### src/rtl/mc_pkg.sv
// Shared types, opcodes and select encodings for the multicycle RV32I controller.
// state_ctrl gives the static (Moore) control word for each FSM state.
package mc_pkg;

  typedef enum logic [3:0] {
    FETCH, DECODE, MEMADR, MEMREAD, MEMWB, MEMWRITE,
    EXECR, EXECI, ALUWB, BEQ, JAL, HALT
  } state_t;

  localparam logic [6:0] OP_LOAD   = 7'b0000011;
  localparam logic [6:0] OP_STORE  = 7'b0100011;
  localparam logic [6:0] OP_RTYPE  = 7'b0110011;
  localparam logic [6:0] OP_ITYPE  = 7'b0010011;
  localparam logic [6:0] OP_BRANCH = 7'b1100011;
  localparam logic [6:0] OP_JAL    = 7'b1101111;

  localparam logic [2:0] F3_WORD = 3'b010;
  localparam logic [2:0] F3_BEQ  = 3'b000;

  typedef enum logic [1:0] {
    ALUOP_ADD   = 2'b00,
    ALUOP_SUB   = 2'b01,
    ALUOP_FUNCT = 2'b10
  } alu_op_t;

  localparam logic [2:0] ALU_ADD = 3'b000;
  localparam logic [2:0] ALU_SUB = 3'b001;
  localparam logic [2:0] ALU_AND = 3'b010;
  localparam logic [2:0] ALU_OR  = 3'b011;
  localparam logic [2:0] ALU_SLT = 3'b101;

  localparam logic [1:0] IMM_I = 2'b00;
  localparam logic [1:0] IMM_S = 2'b01;
  localparam logic [1:0] IMM_B = 2'b10;
  localparam logic [1:0] IMM_J = 2'b11;

  localparam logic [1:0] RES_ALUOUT    = 2'b00;
  localparam logic [1:0] RES_DATA      = 2'b01;
  localparam logic [1:0] RES_ALURESULT = 2'b10;

  localparam logic [1:0] SRCA_PC    = 2'b00;
  localparam logic [1:0] SRCA_OLDPC = 2'b01;
  localparam logic [1:0] SRCA_REGA  = 2'b10;

  localparam logic [1:0] SRCB_REGB = 2'b00;
  localparam logic [1:0] SRCB_IMM  = 2'b01;
  localparam logic [1:0] SRCB_FOUR = 2'b10;

  typedef struct packed {
    logic       mem_req;
    logic       adr_src;
    logic       mem_write;
    logic       fetch_en;
    logic       beq_en;
    logic       jal_en;
    logic       reg_write;
    logic [1:0] result_src;
    logic [1:0] alu_src_a;
    logic [1:0] alu_src_b;
    logic       halted;
  } ctrl_t;

  function automatic ctrl_t state_ctrl(state_t s);
    ctrl_t c;
    c = '0;
    case (s)
      FETCH:    begin c.mem_req = 1'b1; c.fetch_en = 1'b1;
                      c.alu_src_a = SRCA_PC; c.alu_src_b = SRCB_FOUR;
                      c.result_src = RES_ALURESULT; end
      DECODE:   begin c.alu_src_a = SRCA_OLDPC; c.alu_src_b = SRCB_IMM; end
      MEMADR:   begin c.alu_src_a = SRCA_REGA; c.alu_src_b = SRCB_IMM; end
      MEMREAD:  begin c.mem_req = 1'b1; c.adr_src = 1'b1; end
      MEMWB:    begin c.result_src = RES_DATA; c.reg_write = 1'b1; end
      MEMWRITE: begin c.mem_req = 1'b1; c.mem_write = 1'b1; c.adr_src = 1'b1; end
      EXECR:    begin c.alu_src_a = SRCA_REGA; c.alu_src_b = SRCB_REGB; end
      EXECI:    begin c.alu_src_a = SRCA_REGA; c.alu_src_b = SRCB_IMM; end
      ALUWB:    begin c.reg_write = 1'b1; end
      BEQ:      begin c.alu_src_a = SRCA_REGA; c.alu_src_b = SRCB_REGB; c.beq_en = 1'b1; end
      JAL:      begin c.alu_src_a = SRCA_OLDPC; c.alu_src_b = SRCB_FOUR; c.jal_en = 1'b1; end
      HALT:     begin c.halted = 1'b1; end
      default:  ;
    endcase
    return c;
  endfunction

  function automatic logic [1:0] imm_src_of(logic [6:0] op);
    case (op)
      OP_STORE:  return IMM_S;
      OP_BRANCH: return IMM_B;
      OP_JAL:    return IMM_J;
      default:   return IMM_I;
    endcase
  endfunction

endpackage

### src/rtl/mc_if.sv
// Control/datapath bundle between the multicycle controller (master) and the datapath (slave).
interface mc_if;
  logic [6:0] Op;
  logic [2:0] funct3;
  logic       funct7_5;
  logic       EQ;
  logic       mem_ready;
  logic       mem_req;
  logic       AdrSrc;
  logic       MemWrite;
  logic       IRWrite;
  logic       PCWrite;
  logic       RegWrite;
  logic [1:0] ResultSrc;
  logic [1:0] ALUSrcA;
  logic [1:0] ALUSrcB;
  logic [1:0] ImmSrc;
  logic [2:0] ALUctrl;

  modport master (
    input  Op, funct3, funct7_5, EQ, mem_ready,
    output mem_req, AdrSrc, MemWrite, IRWrite, PCWrite, RegWrite,
           ResultSrc, ALUSrcA, ALUSrcB, ImmSrc, ALUctrl
  );

  modport slave (
    output Op, funct3, funct7_5, EQ, mem_ready,
    input  mem_req, AdrSrc, MemWrite, IRWrite, PCWrite, RegWrite,
           ResultSrc, ALUSrcA, ALUSrcB, ImmSrc, ALUctrl
  );
endinterface

### src/rtl/mc_alu_dec.sv
// ALU function decoder: maps ALUOp plus instruction fields to an ALU control code.
// illegal flags funct3 values outside the supported ALU subset.
module mc_alu_dec
  import mc_pkg::*;
(
  input  alu_op_t    alu_op,
  input  logic [2:0] funct3,
  input  logic       funct7_5,
  input  logic       op5,
  output logic [2:0] alu_ctrl,
  output logic       illegal
);

  always_comb begin
    alu_ctrl = ALU_ADD;
    illegal  = 1'b0;
    case (funct3)
      3'b000, 3'b010, 3'b110, 3'b111: illegal = 1'b0;
      default:                        illegal = 1'b1;
    endcase
    case (alu_op)
      ALUOP_SUB: alu_ctrl = ALU_SUB;
      ALUOP_FUNCT: begin
        case (funct3)
          // Only R-type (op5 set) can encode sub; addi ignores Instr[30].
          3'b000:  alu_ctrl = (op5 & funct7_5) ? ALU_SUB : ALU_ADD;
          3'b010:  alu_ctrl = ALU_SLT;
          3'b110:  alu_ctrl = ALU_OR;
          3'b111:  alu_ctrl = ALU_AND;
          default: alu_ctrl = ALU_ADD;
        endcase
      end
      default: alu_ctrl = ALU_ADD;
    endcase
  end

endmodule

### src/rtl/multicycle_ctrl.sv
// Moore sequencing FSM for the multicycle RV32I core (lw, sw, R/I ALU, beq, jal).
// Control word is registered from the next state; handshake-dependent enables are gated at the output.
module multicycle_ctrl
  import mc_pkg::*;
#(
  parameter int INSTRET_W = 32
) (
  input  logic                 clk,
  input  logic                 rst_n,
  mc_if.master                 bus,
  output logic                 halted,
  output logic [INSTRET_W-1:0] instret
);

  state_t               state_q, state_d;
  ctrl_t                ctrl_q, ctrl_d;
  logic [2:0]           alu_ctrl_q, alu_ctrl_d;
  logic [INSTRET_W-1:0] instret_q, instret_d;
  alu_op_t              dec_alu_op;
  logic [2:0]           dec_alu_ctrl;
  logic                 dec_illegal;

  always_comb begin
    dec_alu_op = ALUOP_ADD;
    if (state_q == DECODE) begin
      if (bus.Op == OP_RTYPE || bus.Op == OP_ITYPE) dec_alu_op = ALUOP_FUNCT;
      else if (bus.Op == OP_BRANCH)                 dec_alu_op = ALUOP_SUB;
    end
  end

  mc_alu_dec u_alu_dec (
    .alu_op   (dec_alu_op),
    .funct3   (bus.funct3),
    .funct7_5 (bus.funct7_5),
    .op5      (bus.Op[5]),
    .alu_ctrl (dec_alu_ctrl),
    .illegal  (dec_illegal)
  );

  always_comb begin
    state_d = state_q;
    case (state_q)
      FETCH:    if (bus.mem_ready) state_d = DECODE;
      DECODE: begin
        case (bus.Op)
          OP_LOAD, OP_STORE: state_d = (bus.funct3 == F3_WORD) ? MEMADR : HALT;
          OP_RTYPE:          state_d = dec_illegal ? HALT : EXECR;
          OP_ITYPE:          state_d = dec_illegal ? HALT : EXECI;
          OP_BRANCH:         state_d = (bus.funct3 == F3_BEQ) ? BEQ : HALT;
          OP_JAL:            state_d = JAL;
          default:           state_d = HALT;
        endcase
      end
      MEMADR:   state_d = (bus.Op == OP_LOAD) ? MEMREAD : MEMWRITE;
      MEMREAD:  if (bus.mem_ready) state_d = MEMWB;
      MEMWB:    state_d = FETCH;
      MEMWRITE: if (bus.mem_ready) state_d = FETCH;
      EXECR:    state_d = ALUWB;
      EXECI:    state_d = ALUWB;
      ALUWB:    state_d = FETCH;
      BEQ:      state_d = FETCH;
      JAL:      state_d = ALUWB;
      HALT:     state_d = HALT;
      default:  state_d = HALT;
    endcase
  end

  // ALU code is only decoded while leaving DECODE; the instruction register is stable then.
  always_comb begin
    ctrl_d     = state_ctrl(state_d);
    alu_ctrl_d = ALU_ADD;
    if (state_d == EXECR || state_d == EXECI || state_d == BEQ) alu_ctrl_d = dec_alu_ctrl;
    instret_d = instret_q;
    if (state_d == FETCH &&
        (state_q == MEMWB || state_q == MEMWRITE || state_q == ALUWB || state_q == BEQ))
      instret_d = instret_q + INSTRET_W'(1);
  end

  always_ff @(posedge clk) begin
    if (!rst_n) begin
      state_q    <= FETCH;
      ctrl_q     <= state_ctrl(FETCH);
      alu_ctrl_q <= ALU_ADD;
      instret_q  <= '0;
    end else begin
      state_q    <= state_d;
      ctrl_q     <= ctrl_d;
      alu_ctrl_q <= alu_ctrl_d;
      instret_q  <= instret_d;
    end
  end

  assign bus.mem_req   = rst_n & ctrl_q.mem_req;
  assign bus.AdrSrc    = ctrl_q.adr_src;
  assign bus.MemWrite  = rst_n & ctrl_q.mem_write;
  assign bus.IRWrite   = rst_n & ctrl_q.fetch_en & bus.mem_ready;
  assign bus.PCWrite   = rst_n & ((ctrl_q.fetch_en & bus.mem_ready) |
                                  (ctrl_q.beq_en & bus.EQ) | ctrl_q.jal_en);
  assign bus.RegWrite  = rst_n & ctrl_q.reg_write;
  assign bus.ResultSrc = ctrl_q.result_src;
  assign bus.ALUSrcA   = ctrl_q.alu_src_a;
  assign bus.ALUSrcB   = ctrl_q.alu_src_b;
  assign bus.ImmSrc    = imm_src_of(bus.Op);
  assign bus.ALUctrl   = alu_ctrl_q;
  assign halted        = rst_n & ctrl_q.halted;
  assign instret       = instret_q;

endmodule
### src/flat_wrapper.sv
// flat-port wrapper written by rule: the top's interface ports become plain ports
module multicycle_ctrl_flat import mc_pkg::*;
#(
  parameter int INSTRET_W = 32
)
  (clk, rst_n, halted, instret, bus_Op, bus_funct3, bus_funct7_5, bus_EQ, bus_mem_ready, bus_mem_req, bus_AdrSrc, bus_MemWrite, bus_IRWrite, bus_PCWrite, bus_RegWrite, bus_ResultSrc, bus_ALUSrcA, bus_ALUSrcB, bus_ImmSrc, bus_ALUctrl);
  mc_if bus_i ();
  input  logic clk;
  input  logic rst_n;
  output logic halted;
  output logic [INSTRET_W-1:0] instret;
  input wire logic [$bits(bus_i.Op)-1:0] bus_Op;
  input wire logic [$bits(bus_i.funct3)-1:0] bus_funct3;
  input wire logic [$bits(bus_i.funct7_5)-1:0] bus_funct7_5;
  input wire logic [$bits(bus_i.EQ)-1:0] bus_EQ;
  input wire logic [$bits(bus_i.mem_ready)-1:0] bus_mem_ready;
  output wire logic [$bits(bus_i.mem_req)-1:0] bus_mem_req;
  output wire logic [$bits(bus_i.AdrSrc)-1:0] bus_AdrSrc;
  output wire logic [$bits(bus_i.MemWrite)-1:0] bus_MemWrite;
  output wire logic [$bits(bus_i.IRWrite)-1:0] bus_IRWrite;
  output wire logic [$bits(bus_i.PCWrite)-1:0] bus_PCWrite;
  output wire logic [$bits(bus_i.RegWrite)-1:0] bus_RegWrite;
  output wire logic [$bits(bus_i.ResultSrc)-1:0] bus_ResultSrc;
  output wire logic [$bits(bus_i.ALUSrcA)-1:0] bus_ALUSrcA;
  output wire logic [$bits(bus_i.ALUSrcB)-1:0] bus_ALUSrcB;
  output wire logic [$bits(bus_i.ImmSrc)-1:0] bus_ImmSrc;
  output wire logic [$bits(bus_i.ALUctrl)-1:0] bus_ALUctrl;
  assign bus_i.Op = bus_Op;
  assign bus_i.funct3 = bus_funct3;
  assign bus_i.funct7_5 = bus_funct7_5;
  assign bus_i.EQ = bus_EQ;
  assign bus_i.mem_ready = bus_mem_ready;
  assign bus_mem_req = bus_i.mem_req;
  assign bus_AdrSrc = bus_i.AdrSrc;
  assign bus_MemWrite = bus_i.MemWrite;
  assign bus_IRWrite = bus_i.IRWrite;
  assign bus_PCWrite = bus_i.PCWrite;
  assign bus_RegWrite = bus_i.RegWrite;
  assign bus_ResultSrc = bus_i.ResultSrc;
  assign bus_ALUSrcA = bus_i.ALUSrcA;
  assign bus_ALUSrcB = bus_i.ALUSrcB;
  assign bus_ImmSrc = bus_i.ImmSrc;
  assign bus_ALUctrl = bus_i.ALUctrl;
  multicycle_ctrl #(.INSTRET_W(INSTRET_W)) u_core (.clk(clk), .rst_n(rst_n), .bus(bus_i), .halted(halted), .instret(instret));
endmodule
### config.mk
export PLATFORM = sky130hd
export DESIGN_NAME = multicycle_ctrl_flat
export DESIGN_NICKNAME = d
export VERILOG_FILES = /design/src/rtl/mc_pkg.sv /design/src/rtl/mc_if.sv /design/src/rtl/mc_alu_dec.sv /design/src/rtl/multicycle_ctrl.sv /design/src/flat_wrapper.sv
export SDC_FILE = /design/constraint.sdc
export NUM_CORES = 1
export LEC_CHECK = 0
export CORE_MARGIN = 2
export CORE_UTILIZATION = 48
export DETAILED_ROUTE_END_ITERATION = 6
export PLACE_DENSITY = 0.8
export RECOVER_POWER = 25
export SKIP_CTS_REPAIR_TIMING = 1
export SLEW_MARGIN = 30
export SYNTH_ARGS = -nofsm -noshare
export SYNTH_HDL_FRONTEND = slang
export SYNTH_HIERARCHICAL = 1
export SYNTH_SLANG_ARGS = --single-unit
### constraint.sdc
create_clock -name clk -period 2.9 [get_ports clk]
set_input_delay 0.87 -clock clk [delete_from_list [all_inputs] [get_ports clk]]
set_output_delay 0.87 -clock clk [all_outputs]
set_load 0.05 [all_outputs]
# ---- After elaboration in Yosys (flattened, before gate mapping)
# Cells that the tools add are included.
# W data, S select, Z words.
dict set report totals {
  word_cells 106
  out_inout_bits 50
  rom_bits 0
  latch_bits 0
  inputBits 15
  register_bits 53
  mem_bits_rw 0
  memories 0
}
dict set report classes {
  n_addsub 1
  multipliers 0
  magnitude_cmp 0
  n_bitwise 12
  n_reduce_logical 20
  shifts 0
  div 0
  eq_ne 32
  mux 27
}
# operator n
set ops {}
lappend ops {{$pmux W4 S5} 2}
lappend ops {{$add A32 B1 Y32 const B} 1}
lappend ops {{$eq A4 B3 Y1 const B} 8}
lappend ops {{$eq A4 B4 Y1 const B} 7}
lappend ops {{$pmux W4 S7} 1}
lappend ops {{$mux W4} 6}
lappend ops {{$eq A4 B2 Y1 const B} 4}
lappend ops {{$eq A7 B6 Y1 const B} 2}
lappend ops {{$eq A7 B7 Y1 const B} 2}
lappend ops {{$pmux W3 S4} 1}
lappend ops {{$and A1 B1 Y1} 10}
lappend ops {{$mux W1} 10}
lappend ops {{$reduce_or A2 Y1} 5}
lappend ops {{$reduce_or A3 Y1} 3}
lappend ops {{$eq A4 B1 Y1 const B} 2}
lappend ops {{$logic_not A4 Y1} 2}
lappend ops {{$eq A7 B2 Y1 const B} 1}
lappend ops {{$eq A7 B5 Y1 const B} 1}
lappend ops {{$eq A3 B3 Y1 const B} 2}
lappend ops {{$logic_or A1 B1 Y1} 6}
lappend ops {{$mux W2} 3}
lappend ops {{$pmux W2 S3} 1}
lappend ops {{$pmux W3 S2} 1}
lappend ops {{$pmux W2 S2} 1}
lappend ops {{9 further kinds} 10}

# ---- Depth between registers and ports, before layout
# Gate-level depths: netlist (run 1).
dict set report logic_depth {
  word_depth 9
  ltp_mapped 9
  mapped_depth_nobuf 8
}

# ---- By module
# The synthesis (run 1) kept the hierarchy.
# module seq_area_each_um2 instances area_per_inst_um2 cells_each
set modules_own_cells {}
lappend modules_own_cells {multicycle_ctrl 1041.0 1 2556.2 301}
lappend modules_own_cells {mc_alu_dec 0.0 1 93.8 13}

# ---- Worst setup path before layout (run 1)
# No wires, ideal clock.
dict set report synth_timing {
  kind {input -> output}
  from {in bus_Op[4]}
  to {out bus_ImmSrc[1]}
  required_ps 2030
  cell_stages 3
  setup_slack_ps 173
  arrival_ps 1857
  path_buffers 0
  cell_sequence {and4b_1 > nand2_1 > nor2_1}
}
dict set report synth_between {
  elab_chain_cells 2
  elab_cells_between_ends 4
  classes_between {eq/ne: 3; mux: 1}
}
# element line_no
set synth_rtl {}
lappend synth_rtl {{start: declaration} flat_wrapper.sv:12} ;# input wire logic [$bits(bus_i.Op)-1:0] bus_Op;
lappend synth_rtl {{$eq A7 B7 Y1 / $eq A7 B6 Y1 (equally long branches)} mc_pkg.sv:87} ;# case (op)
lappend synth_rtl {{$pmux W2 S3 (*)} mc_pkg.sv:87}
lappend synth_rtl {{end: declaration} flat_wrapper.sv:26} ;# output wire logic [$bits(bus_i.ImmSrc)-1:0] bus_ImmSrc;
# Every way passes the cells marked *; elsewhere a longest branch is shown, timed or not.

# ---- Worst setup path after layout (run 1)
dict set report layout_timing {
  from {in bus_Op[2]}
  to {out bus_ImmSrc[0]}
}
# Same word-level chain as after synthesis.

==> flow_summary_export.csv, run 1 <==
group,metric,value,unit
global_routing,antenna_found_initial,0,
global_routing,grt-busiest-layer,"met2",
sta,worstMarginPinSlew,0.557,ns
sta,drv_slew,0,
routing,drc,0,
clock_network,clkTransAtPathRegs,0.08,ns
die,core,0.00541,mm2
sta,clock-skew-final,0.00727,ns
die,die-area,0.00613,mm2
sta,fin_ws,-0.0286,ns
final_layout,final_cell_mix,"clkdlybuf4s50_1 (54), dfxtp_1 (52), nor2_1 (41), buf_4 (29), nand2_1 (20)",
clock_network,cts_sinks,52,
yosys,async_flop_share,0,
placed_design,gp_congestion,0.822,
sta,min_period,2.93,ns
worst_setup_path,endpoint_kind,"output port",
global_routing,grt_start_max_net_pins,35,
final_layout,seq_area,0.00104,mm2
global_routing,gr-usage-met2,0.356,
yosys,synthDistinctLibCells,55,
worst_setup_path,startpoint_type,"input port",
yosys,synth_area_per_cell,8.44,um2
sta,relSlewSlack,0.627,
final_layout,fin_util,0.680,
global_routing,grt_use_met1,0.232,
final_layout,multiInputGateArea,0.00146,mm2
power_and_ir_drop,netSwitchingPower,930,uW
yosys,syn_inst,314,
yosys,synth_edf_count,0,
power_and_ir_drop,clkPwrFrac,0.184,
routing,drt-initial-drc-count,103,
final_layout,drive_above_1_share,0.139,
routing,wire_per_inst,12.7,um
final_layout,fillers,444,
sta,max_freq,0.341,GHz
final_layout,final_design_area_no_fill,0.00368,mm2
die,rows,27,
yosys,synth-main-ff-cell,"dfxtp_1",
flow_run,maxCapViolCount,0,
routing,vias_per_cell,5.30,
worst_setup_path,cp_slowest_cell,"clkdlybuf4s50_1",
clock_network,cts_buffers,5,
sta,min_period_over_period,1.01,
clock_network,cts_buffer_depth,2,
placed_design,dpl_cell_area,0.00358,mm2
worst_setup_path,path_max_fanout,2,
die,die_x,78.3,um
global_routing,met3_usage,0.0402,
sta,rsz0062_at_grt,"true",
worst_setup_path,slowest_delay,0.43,ns
worst_setup_path,cp.required,2.03,ns
global_routing,grt-ovfl-total,0,
die,die_h,78.3,um
sta,finalHoldWorstSlack,0.499,ns
worst_setup_path,worstPathCellList,"clkdlybuf4s50_1, nor3_2, and2_1, nand3b_1, nand2_1, buf_12",
placed_design,portBuffers,64,
global_routing,grt_pass1_vias,2365,
placed_design,hpwl,4390,um
yosys,syn_nets,332,
yosys,yosysSeqAreaShare,0.393,
sta,fin_tns_setup,-0.0286,ns
hold_path,hp-class,"register to register",
die,initial_core_util,0.490,
final_layout,final_common_cell,"clkdlybuf4s50_1",
sta,final-hold-violation-count,0,
global_routing,grt_pass1_wl,10000,um
routing,drtPass1Iterations,4,
yosys,netlist_area,0.00265,mm2
die,num_io_pins,65,
power_and_ir_drop,p_seq_frac,0.353,
final_layout,area_growth_syn_to_layout,38.7,%
power_and_ir_drop,ir_worst_vdd,0.471,mV
final_layout,finalNetCount,415,
power_and_ir_drop,power,2.50,mW
worst_setup_path,critical_path_class,"input port to output port",
routing,wirelength,5940,um
power_and_ir_drop,p_int,1.57,mW
clock_network,worstSkewPairLatency,0.30,ns
power_and_ir_drop,swShare,0.372,
power_and_ir_drop,combPwrFrac,0.463,
routing,postRouteAntennaNets,0,
clock_network,cts_tree,"done",
yosys,synth_seq_cells,52,
clock_network,htreeDepth,2,
final_layout,num_antenna_cells,0,
sta,setup_violations,1,
yosys,ys.warnings.count,6,
run_status,outcome,"finished with violations",
worst_setup_path,crit_arrival,2.06,ns
power_and_ir_drop,p_leak,1.37,nW
run_status,failed_checks,"negative setup slack",
global_routing,grt_use_total,0.199,
routing,vias,2480,
power_and_ir_drop,power_density,680,mW/mm2
clock_network,cts_root_buffer,"clkbuf_8",
## worst paths after layout
kind,from,to,slack (ns),depth (start not counted)
hold / removal,u_core/instret[31],u_core/instret[31],0.50,2
hold reg to reg,u_core/instret[31],u_core/instret[31],0.50,2
setup / recovery,bus_Op[2],bus_ImmSrc[0],-0.03,6
setup reg to reg,u_core/state_q[2],u_core/instret[20],0.49,8
## worst max-delay path, delay by kind of cell
kind / cells / cell delay, ns
buffers and inverters: 2 / 0.57
AND/OR/NAND/NOR: 4 / 0.61
## cell families (layout without fill, tap and decap cells)
kind of cell             count (synthesis)  after routing  share of synthesized area
flip-flops                              52             52                      0.393
adder cells (fa/ha/maj)                  3              3                     0.0142
XOR/XNOR                                30             30                     0.0991
AND/OR/NAND/NOR                        156            156                      0.328
buffers and inverters                   31            113                     0.0600
multiplexers                             1              1                    0.00425
AO/OA/AOI/OAI                           41             41                      0.102
## flip-flops by register name (all words and copies together) (netlist names)
name / count
u_core/bus.AdrSrc: 1
u_core/bus.ALUSrcA: 2
u_core/bus.ALUSrcB: 2
u_core/ctrl_q: 7
u_core/bus.ResultSrc: 1
u_core/state_q: 4
u_core/bus.ALUctrl: 3
u_core/instret: 32
## layout make-up
type	instances	area share
Multi-Input combinational cell	231	0.397
Sequential cell	52	0.283
Timing Repair Buffer	96	0.257
Tap cell	72	0.0245
Clock buffer	5	0.0187
Inverter	11	0.0112
Clock inverter	1	0.00817
## stage by stage
stage          worst slack (ns)  std cells
2_1_floorplan             0.173        314
3_3_place_gp             -0.111        462
3_5_place_dp             -0.127        462
4_1_cts                 -0.0731        468
5_1_grt                  -0.113        468
6_report                -0.0286        468
## metal layers
metal,vias up,share of wire
li1,1254,-
met4,0,0.013
met1,1152,0.43
met3,9,0.048
met2,65,0.51
met5,-,0
## synth_stat cells (all sizes together) (3+ instances only)
cell,number,share of area
xor2,18,0.059
or3,5,0.012
buf,13,0.034
nor4,4,0.015
nand4,13,0.031
and4,4,0.013
a31oi,3,0.0071
nand2b,4,0.0094
inv,10,0.014
o21ai,12,0.023
nor4b,4,0.018
and2,12,0.028
nor2,42,0.059
nand2,21,0.030
dfxtp,52,0.39
nor3,9,0.019
nand3,15,0.028
ha,3,0.014
a21oi,10,0.020
clkbuf,7,0.0099
and3,10,0.024
xnor2,12,0.040
## power by group through the flow
stage / sequential [mW] / combinational, mW / clock (mW)
2_1_floorplan: 0.895 / 0.739 / 0
3_3_place_gp: 0.894 / 1.12 / 0
3_5_place_dp: 0.896 / 1.14 / 0
4_1_cts: 0.879 / 1.15 / 0.477
5_1_grt: 0.899 / 1.26 / 0.509
6_report: 0.882 / 1.16 / 0.460
No activity file was read; power rests on OpenSTA's default activity.
==> run 2: changes to the inputs <==
CORE_UTILIZATION = 49   (was 48)
PLACE_DENSITY = 0.81   (was 0.8)
==> flow_summary_export.csv, run 2 (synthesis gave the netlist of run 1 again) <==
group,metric,value,unit
run_status,outcome,"finished clean",
die,die-area,0.00601,mm2
global_routing,grt_pass1_vias,2348,
placed_design,dpl_cell_area,0.00357,mm2
hold_path,min_path_cells,2,
sta,relSlewSlack,0.564,
placed_design,hpwl,4360,um
worst_setup_path,path_max_fanout,2,
worst_setup_path,worstPathCellList,"clkdlybuf4s50_1, nor3_2, and2_4, nand3b_1, nand2_2, buf_12",
sta,max_freq,0.349,GHz
worst_setup_path,reg2reg_from,"u_core/state_q[1]",
routing,vias,2511,
die,die_h,77.5,um
final_layout,final_common_cell,"dfxtp_1",
sta,final-hold-violation-count,0,
die,rows,26,
die,die_x,77.5,um
placed_design,dp_slack,-0.130,ns
clock_network,cts_tree,"done",
global_routing,grt-ovfl-total,0,
worst_setup_path,r2r_end,"u_core/bus.ALUctrl[2]",
global_routing,grt_pass1_wl,10200,um
power_and_ir_drop,ir_worst_vdd,0.466,mV
sta,clock-skew-final,0.00743,ns
die,num_io_pins,65,
routing,drt-initial-drc-count,145,
worst_setup_path,endpoint_kind,"output port",
clock_network,clkTransAtPathRegs,0.09,ns
sta,rsz0062_at_grt,"true",
final_layout,finalNetCount,415,
power_and_ir_drop,p_leak,1.43,nW
sta,fin_ws,0.0365,ns
final_layout,final_cell_mix,"dfxtp_1 (52), clkdlybuf4s50_1 (44), nor2_1 (41), buf_4 (29), nand2_1 (19)",
sta,min_period_over_period,0.987,
final_layout,area_growth_syn_to_layout,39.5,%
routing,drtPass1Iterations,4,
global_routing,grt_start_max_net_pins,35,
routing,drc,0,
clock_network,cts_root_buffer,"clkbuf_8",
placed_design,place_inst,458,
die,core,0.00517,mm2
clock_network,worstSkewPairLatency,0.29,ns
final_layout,final_design_area_no_fill,0.00370,mm2
final_layout,largest_reg_flops,32,
worst_setup_path,worstRegToRegCells,7,
sta,min_period,2.86,ns
placed_design,portBuffers,64,
power_and_ir_drop,power_density,669,mW/mm2
final_layout,drive_above_1_share,0.146,
worst_setup_path,crit_family,"buffers and inverters",
hold_path,hp-start,"u_core/instret[31]",
worst_setup_path,crit_arrival,1.99,ns
flow_run,maxCapViolCount,0,
worst_setup_path,startpoint_type,"input port",
worst_setup_path,rrSetupSlack,0.47,ns
final_layout,fin_cells,466,
clock_network,htreeDepth,2,
final_layout,num_antenna_cells,0,
sta,worstMarginPinSlew,0.652,ns
placed_design,gp_congestion,0.868,
hold_path,hold_end,"u_core/instret[31]",
final_layout,seq_area,0.00104,mm2
clock_network,cts_buffers,5,
routing,vias_per_cell,5.39,
worst_setup_path,crit_path_start,"bus_Op[2]",
worst_setup_path,path_buf_inv,2,
global_routing,grt_use_total,0.206,
clock_network,cts_buffer_depth,2,
routing,wire_per_inst,13.0,um
worst_setup_path,cp_slowest_cell,"clkdlybuf4s50_1",
sta,drv_slew,0,
global_routing,antenna_found_initial,0,
sta,finalHoldWorstSlack,0.498,ns
routing,wirelength,6070,um
final_layout,multiInputGateArea,0.00147,mm2
worst_setup_path,critical_path_class,"input port to output port",
die,initial_core_util,0.512,
hold_path,hp-class,"register to register",
clock_network,cts_sinks,52,
routing,postRouteAntennaNets,0,
sta,setup_violations,0,
sta,fin_tns_setup,0,ns
worst_setup_path,slowest_delay,0.43,ns
final_layout,fillers,382,
worst_setup_path,cp.required,2.03,ns
-- run 2: how the worst max path moves through the flow --
stage | end | slack [ns] | cells after the start
finish | bus_ImmSrc[0] | 0.04 | 6
global route | bus_ImmSrc[0] | -0.03 | 5
CTS | bus_ImmSrc[0] | -0.09 | 6
detailed placement | u_core/bus.AdrSrc | -0.13 | 10
global placement | u_core/bus.AdrSrc | -0.1 | 10
floorplan | bus_ImmSrc[1] | 0.17 | 3
-- run 2: worst min-delay path, cell delays in order, from the launching register on --
cell and delay [ns]:
dfxtp_1 0.32, o21ai_0 0.07, a21oi_1 0.06
-- run 2: report_power, final --
group / internal, mW / leakage [nW] / switching, mW / total [mW]
registers: 0.800 / 0.421 / 0.0965 / 0.896
clock network: 0.248 / 0.0501 / 0.211 / 0.459
logic: 0.496 / 0.956 / 0.620 / 1.12
-- run 2: layout make-up --
type | count | share of cell area
clock buffer | 5 | 0.0186
clock inverter | 1 | 0.00812
inverter | 11 | 0.0112
multi-input combinational | 231 | 0.397
sequential | 52 | 0.282
tap | 70 | 0.0237
timing repair buffer | 96 | 0.260
-- run 2: per-stage QoR --
stage	utilization	power (mW)
after detailed placement	0.689	2.02
after global placement	0.689	2.01
after global routing	0.715	2.62
final	0.715	2.47
after CTS	0.709	2.49
after floorplan	-	1.63
-- run 2: per-layer routing --
| metal | track usage | up-vias | wire length (um) |
|---|---|---|---|
| li1 | - | 1259 | - |
| met1 | 0.255 | 1177 | 2760 |
| met2 | 0.360 | 69 | 3000 |
| met3 | 0.0360 | 6 | 259 |
| met4 | 0.0679 | 0 | 59 |
| met5 | 0 | - | 0 |
